$ cat src/rtl/multiport_memory.sv
// Multi-read, single-write word memory with a sequential init engine that
// walks every address after reset, loading ROM words and then zero-filling.

module mpm_rd_lane #(
  parameter int DATA_WIDTH   = 16,
  parameter int READ_LATENCY = 0,
  parameter int WRITE_FIRST  = 0
) (
  input  logic                  clk,
  input  logic                  rst,
  input  logic                  run_i,
  input  logic [DATA_WIDTH-1:0] word_i,
  input  logic                  hit_i,
  input  logic [DATA_WIDTH-1:0] w_data_i,
  output logic [DATA_WIDTH-1:0] r_data_o
);
  logic [DATA_WIDTH-1:0] r_q;

  // The memory array is still pre-write here, so the default path is read-first.
  always_ff @(posedge clk or posedge rst) begin
    if (rst)                            r_q <= '0;
    else if (!run_i)                    r_q <= '0;
    else if (hit_i && WRITE_FIRST != 0) r_q <= w_data_i;
    else                                r_q <= word_i;
  end

  assign r_data_o = (READ_LATENCY != 0) ? r_q : (run_i ? word_i : '0);
endmodule

module multiport_memory #(
  parameter int N_ELEMENTS   = 128,
  parameter int ADDR_WIDTH   = 16,
  parameter int DATA_WIDTH   = 16,
  parameter int N_READ       = 2,
  parameter int READ_LATENCY = 0,
  parameter int WRITE_FIRST  = 0,
  parameter int INIT_LENGTH  = 22
) (
  input  logic                         clk,
  input  logic                         rst,
  input  logic [N_READ*ADDR_WIDTH-1:0] r_addr,
  output logic [N_READ*DATA_WIDTH-1:0] r_data,
  input  logic [ADDR_WIDTH-1:0]        w_addr,
  input  logic [DATA_WIDTH-1:0]        w_data,
  input  logic                         w_en,
  output logic [ADDR_WIDTH-1:0]        init_addr,
  input  logic [DATA_WIDTH-1:0]        init_data,
  output logic                         ready,
  output logic                         w_drop
);
  localparam int IDXW = (N_ELEMENTS > 1) ? $clog2(N_ELEMENTS) : 1;
  localparam logic [ADDR_WIDTH:0] NEL      = (ADDR_WIDTH+1)'(N_ELEMENTS);
  localparam logic [ADDR_WIDTH:0] INIT_LEN = (ADDR_WIDTH+1)'(INIT_LENGTH);

  typedef enum logic {S_INIT, S_RUN} state_e;

  state_e                state_q;
  logic [ADDR_WIDTH:0]   cnt_q;
  logic                  ready_q;
  logic                  w_drop_q;
  logic [DATA_WIDTH-1:0] mem [N_ELEMENTS];

  logic                  w_in_rng;
  logic                  w_ok;
  logic                  run;
  logic [DATA_WIDTH-1:0] init_fill;

  assign w_in_rng  = {1'b0, w_addr} < NEL;
  assign run       = (state_q == S_RUN);
  assign w_ok      = run && w_en && w_in_rng;
  assign init_fill = (cnt_q < INIT_LEN) ? init_data : '0;
  assign init_addr = run ? '0 : cnt_q[ADDR_WIDTH-1:0];
  assign ready     = ready_q;
  assign w_drop    = w_drop_q;

  always_ff @(posedge clk or posedge rst) begin
    if (rst) begin
      state_q  <= S_INIT;
      cnt_q    <= '0;
      ready_q  <= 1'b0;
      w_drop_q <= 1'b0;
    end else begin
      case (state_q)
        S_INIT: begin
          cnt_q    <= cnt_q + 1'b1;
          w_drop_q <= w_en;
          if (cnt_q == NEL - 1'b1) begin
            state_q <= S_RUN;
            ready_q <= 1'b1;
          end
        end
        default: w_drop_q <= w_en && !w_in_rng;
      endcase
    end
  end

  // No reset on the array: contents survive reset until the init walk rewrites them.
  always_ff @(posedge clk) begin
    if (!rst) begin
      if (!run)      mem[cnt_q[IDXW-1:0]]  <= init_fill;
      else if (w_ok) mem[w_addr[IDXW-1:0]] <= w_data;
    end
  end

  for (genvar k = 0; k < N_READ; k++) begin : g_lane
    logic [ADDR_WIDTH-1:0] a;
    logic                  in_rng;
    logic [DATA_WIDTH-1:0] word;

    assign a      = r_addr[k*ADDR_WIDTH +: ADDR_WIDTH];
    assign in_rng = {1'b0, a} < NEL;
    assign word   = in_rng ? mem[a[IDXW-1:0]] : '0;

    mpm_rd_lane #(
      .DATA_WIDTH  (DATA_WIDTH),
      .READ_LATENCY(READ_LATENCY),
      .WRITE_FIRST (WRITE_FIRST)
    ) u_lane (
      .clk     (clk),
      .rst     (rst),
      .run_i   (run),
      .word_i  (word),
      .hit_i   (w_ok && (w_addr == a)),
      .w_data_i(w_data),
      .r_data_o(r_data[k*DATA_WIDTH +: DATA_WIDTH])
    );
  end
endmodule

$ cat config.mk
export PLATFORM = sky130hd
export DESIGN_NAME = multiport_memory
export DESIGN_NICKNAME = d
export VERILOG_FILES = /design/src/rtl/multiport_memory.sv
export SDC_FILE = /design/constraint.sdc
export NUM_CORES = 2
export LEC_CHECK = 0
export CAP_MARGIN = 20
export CORE_MARGIN = 2
export CORE_UTILIZATION = 40
export DETAILED_ROUTE_END_ITERATION = 10
export GPL_TIMING_DRIVEN = 0
export SLEW_MARGIN = 20
export SYNTH_ARGS = -nofsm -noshare
export SYNTH_HDL_FRONTEND = slang
export SYNTH_SLANG_ARGS = --single-unit
$ cat constraint.sdc
create_clock -name clk -period 4.1 [get_ports clk]
set_clock_uncertainty 0.2 [all_clocks]
set_input_delay 0.41 -clock clk [delete_from_list [all_inputs] [get_ports clk]]
set_output_delay 0.41 -clock clk [all_outputs]
set_load 0.005 [all_outputs]
==> impl_metrics.yaml <==
timing:
  fin_crit_sh_pct: 110
  postLayoutSetupSlackWorst_ns: -0.404
  slew_violations: 0
  final_hold_viol_count: 0
  final.min_clock_period_ns: 4.50
  rsz0062_at_grt: "true"
  relSlewSlack_pct: 21.7
  fmaxAchievable_mhz: 222
  final-setup-viol-count: 330
  worst_pin_slew_ns: 1.18
cells_and_area:
  fill_cells: 19700
  register_area_mm2: 0.0620
  nets: 5897
  layout-drive-gt1-share_pct: 36.6
  final_cells: 9179
  area_growth_pct: 20.6
  multiInputGateArea_mm2: 0.0349
place:
  place.gp.congestion: 1.09
  dp.cells: 8684
  numPortBuffers: 127
  hpwl_um: 292000
pwr:
  switchingPower_mw: 11.1
  p_leak_nw: 37.1
  clock_power_share_pct: 42.5
  power_mw: 46.1
  intPower_mw: 35.1
  irDropWorstVdd_mv: 0.366
  power_frac_seq_pct: 49.6
  p_sw_share_pct: 24.0
  power_density_mw_per_mm2: 400
  p_comb_share_pct: 7.9
synthesis:
  synthArstFlopShare_pct: 0.967
  synth_nets: 5340
  synth-edff-count: 2048
  ys.flop_type: "edfxtp_1"
  synth_area_mm2: 0.0956
  yosysSeqAreaShare_pct: 64.9
  yosysUniqueCellTypes: 56
  netlist_instances: 5256
  ys.warnings.count: 0
  avgSynthCellArea_um2: 18.2
  ys_ff_latch: 2068
worst_setup_path:
  cp-end-kind: "output port"
  cp.required_ns: 3.49
  timing.rr.start: "run$_DFF_PP0_"
  reg2reg_slack_ns: -0.25
  arrival_ns: 3.89
  cp_max_fo: 10
  reg2reg_to: "mem[93][10]$_DFFE_PP_"
  worstSetupPathType: "input port to output port"
  ff2ff_path_depth: 11
  start_kind: "input port"
die:
  io_pins: 133
  num_rows: 179
  core_area_mm2: 0.238
  dieArea_mm2: 0.243
  die_y_um: 493
  die_w_um: 493
  initial_utilization_pct: 40.2
clock_network:
  clock-sinks: 2068
  max-clock-path-buffers: 3
  clk_pin_slew_ns: 0.06
  clockRootBuffer: "clkbuf_16"
  cts_max_level: 4
  cts_tree: "done"
  insertion_delay_ns: 0.91
  cts_made_buffers: 215
routing:
  vias_per_cell: 6.85
  drc_errors: 0
  dr.pass1.iters: 8
  route.vias.total: 62900
  drtIter0Drc: 10600
  wirelength_um: 396000
  drtAntennaViolNets: 0
  wl_per_cell_um: 43.1
hold_path:
  min_path_type: "register to register"
  hp-start: "cnt_q[16]$_DFFE_PP0N_"
  hold_depth: 1
  holdPathEnd: "cnt_q[16]$_DFFE_PP0N_"
job:
  cap_violations: 0
grt:
  grt_usage_pct: 32.0
  first_global_vias: 59500
  grt_max_degree: 68
  grt_pass1_wl_um: 522000
  grt-ovfl-total: 0
  antenna_found_initial: 30
status:
  status: "finished, violations left"
  violations: "negative setup slack"
-- metal layers --
layer	wire, µm	vias up	part of all wire, %	track usage (%)
li1	-	23700	-	-
met1	141000	33300	36	41.8
met2	170000	4954	43	45.5
met3	58400	977	15	12.6
met4	26100	12	6.6	18.4
met5	289	-	0.073	0
-- what timing repair did --
item | 4_1_cts | 5_1_grt
hold endpoints to repair | 21 | 0
pin swaps | 181 | 86
hold buffers | 3 | 0
setup buffers | 44 | 35
cloned | 1 | 0
setup endpoints to repair | 2340 | 1446
resized for setup | 930 | 132
-- power groups by stage --
stage / logic [mW] / clock network, mW / registers (mW)
final: 3.65 / 19.6 / 22.9
after floorplan: 1.72 / 0 / 23.3
after CTS: 3.48 / 19.6 / 22.9
after global routing: 3.63 / 20.4 / 22.9
after global placement: 3.15 / 0 / 23.3
after detailed placement: 3.16 / 0 / 23.3
-- final cells by class --
cell class / instances / area share [%]
sequential: 2068 / 53.8
inverter: 5 / 0.0163
tap: 3167 / 3.44
clock buffer: 264 / 4.90
multi-input combinational: 2793 / 30.3
antenna: 25 / 0.0543
buffer: 386 / 2.55
timing repair buffer: 344 / 3.80
clock inverter: 127 / 1.12
-- placed cells by master (no fill, tap or decap), types with 64 or more instances in the layout --
cell type	instances
mux2_2	70
nand2_1	119
a21oi_1	64
a22oi_1	352
clkbuf_1	70
buf_4	153
edfxtp_1	2048
buf_2	95
nor2_4	129
nand4_1	85
mux4_2	728
mux2i_1	524
a22oi_2	125
clkbuf_16	217
buf_6	114
nand3_1	74
clkdlybuf4s50_1	86
-- cells in the mapped netlist (3+ instances only) --
| cell | n | area (µm²) |
|---|---|---|
| inv_1 | 5 | 18.8 |
| mux2i_1 | 524 | 5250 |
| xnor2_1 | 12 | 105 |
| buf_4 | 27 | 203 |
| a22oi_1 | 477 | 3580 |
| dfrtp_1 | 20 | 500 |
| a21oi_1 | 94 | 470 |
| nand3_1 | 80 | 400 |
| nand3b_1 | 13 | 97.6 |
| and4_1 | 3 | 26.3 |
| a221oi_1 | 31 | 272 |
| nor3_1 | 23 | 115 |
| buf_6 | 12 | 135 |
| nand2b_1 | 13 | 81.3 |
| mux4_2 | 728 | 16400 |
| nand2_1 | 138 | 518 |
| nor2_2 | 5 | 31.3 |
| mux2_2 | 70 | 788 |
| o22ai_1 | 18 | 113 |
| a31oi_1 | 5 | 31.3 |
| o221ai_1 | 15 | 131 |
| buf_2 | 202 | 1010 |
| xor2_1 | 4 | 35.0 |
| a2111oi_2 | 15 | 225 |
| edfxtp_1 | 2048 | 61500 |
| clkbuf_1 | 128 | 480 |
| o211ai_1 | 45 | 338 |
| and2_1 | 4 | 25.0 |
| o21ai_0 | 37 | 185 |
| nor2b_1 | 26 | 163 |
| or3_1 | 22 | 138 |
| or3b_2 | 3 | 26.3 |
| nor2_1 | 203 | 762 |
| a22o_1 | 49 | 429 |
| nand4_1 | 85 | 532 |
| o21ai_1 | 3 | 15.0 |
| nor4_1 | 24 | 150 |
| a211oi_1 | 4 | 30.0 |
| buf_1 | 21 | 78.8 |
-- sequential cells by signal (all words and copies together), names as in the netlist --
signal and count:
w_drop 1, cnt_q 17, ready 1, run 1
mem 2048
-- how the worst max path moves through the flow --
stage	startpoint	slack [ns]	cells after the start	endpoint
3_3_place_gp	rst	-3.79	6	mem[113][4]$_DFFE_PP_
6_report	r_addr[17]	-0.40	10	r_data[26]
2_1_floorplan	run$_DFF_PP0_	0.18	6	mem[0][0]$_DFFE_PP_
3_5_place_dp	r_addr[0]	-2.51	11	r_data[15]
5_1_grt	run$_DFF_PP0_	-0.31	11	mem[93][10]$_DFFE_PP_
4_1_cts	mem[19][7]$_DFFE_PP_	-0.33	6	r_data[23]
-- critical path, stage by stage --
cell and delay [ns]:
buf_4 0.16, buf_6 0.27, buf_6 0.32, buf_4 0.30, mux4_2 0.32, o211ai_1 0.51
nand4_1 0.81, nor2_4 0.45, a21oi_4 0.12, buf_2 0.19
-- stage by stage --
stage / hold WS (ns) / utilization (%) / worst slack (ns) / cell area (µm²) / setup TNS (ns)
global placement: 0.262 / 42.4 / -3.79 / 101000 / -7137.64
floorplan: 0.174 / - / 0.178 / 95600 / 0
global route: 0.310 / 48.5 / -0.311 / 115000 / -28.42
detailed placement: 0.269 / 43.7 / -2.51 / 104000 / -999.39
finish: 0.281 / 48.5 / -0.404 / 115000 / -29.13
CTS: 0.283 / 48.0 / -0.329 / 114000 / -62.44
-- cell families (layout without fill, tap and decap cells) --
kind of cell | after synthesis | after routing | share of synthesized area, %
AO/OA/AOI/OAI | 802 | 802 | 6.18
XOR/XNOR | 16 | 16 | 0.147
adder cells (fa/ha/maj) | 1 | 1 | 0.0131
buffers and inverters | 395 | 1126 | 2.02
flip-flops | 2068 | 2068 | 64.9
multiplexers | 1322 | 1322 | 23.5
other | 0 | 25 | 0
AND/OR/NAND/NOR | 652 | 652 | 3.31
(Power assumes the default switching activity.)
==> variant (same flow settings) <==
The parameter `N_READ` goes from 2 to 1.
--- a/src/rtl/multiport_memory.sv
+++ b/src/rtl/multiport_memory.sv
@@ -33,3 +33,3 @@
   parameter int DATA_WIDTH   = 16,
-  parameter int N_READ       = 2,
+  parameter int N_READ       = 1,
   parameter int READ_LATENCY = 0,
Ports: changed (resized r_addr and r_data); port bits go from 133 to 101. The function was not compared with the original's and may differ.
==> variant against the unedited design <==
- the flow still finishes with violations (setup timing)
- routed wire length fell by 45%
- critical path depth fell by 1
- sequential cell count did not move
- non-clock buffer count fell by 264
- cell area fell by 18%
- fmax rose by 8.5%
- setup slack improved by 0.35 ns
- synthesized area fell by 16%
- critical path type unchanged
Power is not compared: it rests on default switching activity, and its combinational part moved more than twofold at a synthesized area within 25%.
==> variant: results (changes against the unedited design) <==
- The DRC marker count from the first detailed-route iteration is 4671 (-56%).
- The pin slew with the least headroom to its limit is 1.17 ns (-0.00992 ns).
- The count of placed standard cells including taps came to 6684 (-23%).
- The relative area of clock buffers and inverters in the final design is 0.0664 (+0.00617).
- Grouping stages by cell kind, the critical path spends the most delay in buffers and inverters.
- The most used flip-flop cell after synthesis is sky130_fd_sc_hd__edfxtp_1.
- The run finished, with violations left.
- The checks that failed: setup timing.
- The area share of the largest cell type after synthesis is 0.770 (+0.126).
- The pre-CTS setup slack is -1.49 ns (+1.02 ns).
- The clock buffer count was 252 (-4.5%).
- The total number of nets in the final design is 4313 (-27%).
- The number of endpoints failing setup at the final stage is 6 (-98%).
- The average wire per standard cell is 30.7 um (-29%).
- The fraction of final layout cells sized beyond drive strength 1 is 0.301 (-0.0645).
- The post-layout worst setup margin is -0.0506 ns (+0.353 ns).
- The routed via count divided by cell count is 5.71 (-17%).
- The worst-skew pair later-pin latency is 0.85 ns (-0.06 ns).
- The number of nets produced by synthesis is 3855 (-28%).
- In the post-synthesis netlist, the biggest area contributors are sky130_fd_sc_hd__edfxtp_1 (77%), sky130_fd_sc_hd__mux4_2 (11%), sky130_fd_sc_hd__mux2i_1 (2.5%), sky130_fd_sc_hd__a22oi_1 (1.5%), sky130_fd_sc_hd__nor2_1 (1.1%).
- The global placement routability congestion is 0.889 (-18%).
- The peak per-stage delay on the critical path is 0.51 ns (-0.30 ns).
- The number of buffers inserted during clock tree synthesis is 196 (-8.8%).
- The area growth from synthesis to layout is 18.3%.
- The number of instances resized during post-cts repair is 306 (-67%).
- The multi-input combinational cell count is 1510 (-46%).
- The via count of the first global-routing pass is 40400 (-32%).
- The global-route usage over all layers is 0.212 (-0.108).
- The library cell contributing the largest single delay on the critical path is sky130_fd_sc_hd__clkdlybuf4s50_1.
- The number of iterations in the first detailed-routing pass came to 6 (-2).
- The global-route wire length before repair came to 305000 um (-42%).
- The combined area of the multi-input logic cells is 0.0182 sq mm (-48%).
- The count of buffers added by post-CTS timing repair for setup came to 11 (-75%).
- The area occupied by registers came to 0.0620 sq mm (about the same).
- The number of buffer cells added on primary ports came to 96 (-24%).
- The per-instance average area after synthesis is 21.1 sq um (+16%).
- The fill cell instance count of the final layout is 16400 (-17%).
- The count of buffers not belonging to the clock network in the layout is 466 (-36%).
- The final design area excluding fillers is 0.0945 sq mm (-18%).
- The pin count of the biggest net entering global routing was 79 (+16%).
- The detailed placer's ending HPWL is 150000 um (-49%).
- The setup TNS after final layout is -0.159 ns (+28.97 ns).
- The count of inverters not on the clock network in the layout was 3 (-2).
- The share of the yosys chip area belonging to registers was 0.776 (+0.128).
variant: changes by cell type in the layout (fill, tap and decap cells not counted), moves of 73 or more:
cell,before,now
sky130_fd_sc_hd__a22oi_2,125,49
sky130_fd_sc_hd__buf_4,153,68
sky130_fd_sc_hd__nand2_1,119,46
sky130_fd_sc_hd__mux4_2,728,406
sky130_fd_sc_hd__mux2i_1,524,201
sky130_fd_sc_hd__nor2_4,129,44
sky130_fd_sc_hd__a22oi_1,352,112
variant: cell families (layout without fill, tap and decap cells):
family	after synthesis	after routing	share of synthesized area
AOI/OAI and AO/OA	399	399	0.0379
xor gates and xnor gates	16	16	0.00175
adders and majority gates	1	1	0.000157
buffers and inverters	209	835	0.0136
DFF	2068	2068	0.776
muxes	620	620	0.141
other	0	5	0
and+or+nand+nor	474	474	0.0289
variant: metal layers:
| layer | GRT usage | vias up | wire (um) |
|---|---|---|---|
| met5 | 0 | - | 48 |
| met4 | 0.0819 | 8 | 9060 |
| met3 | 0.0441 | 357 | 16400 |
| met2 | 0.341 | 1693 | 105000 |
| met1 | 0.284 | 21500 | 87100 |
| li1 | - | 16800 | - |
variant: path summary, 6_finish.rpt:
kind                                       startpoint                    end  slack (ns)  cells past startpoint
worst max-delay path                        r_addr[1]              r_data[4]       -0.05                      9
worst min-delay path                              rst   cnt_q[0]$_DFFE_PP0N_        0.16                      3
worst max register to register          run$_DFF_PP0_   mem[50][8]$_DFFE_PP_        0.15                      9
worst min register to register  cnt_q[16]$_DFFE_PP0N_  cnt_q[16]$_DFFE_PP0N_        0.27                      1
max in group asynchronous                         rst          run$_DFF_PP0_        3.00                      3
min in group clk                         init_data[0]  mem[102][0]$_DFFE_PP_        0.26                      2
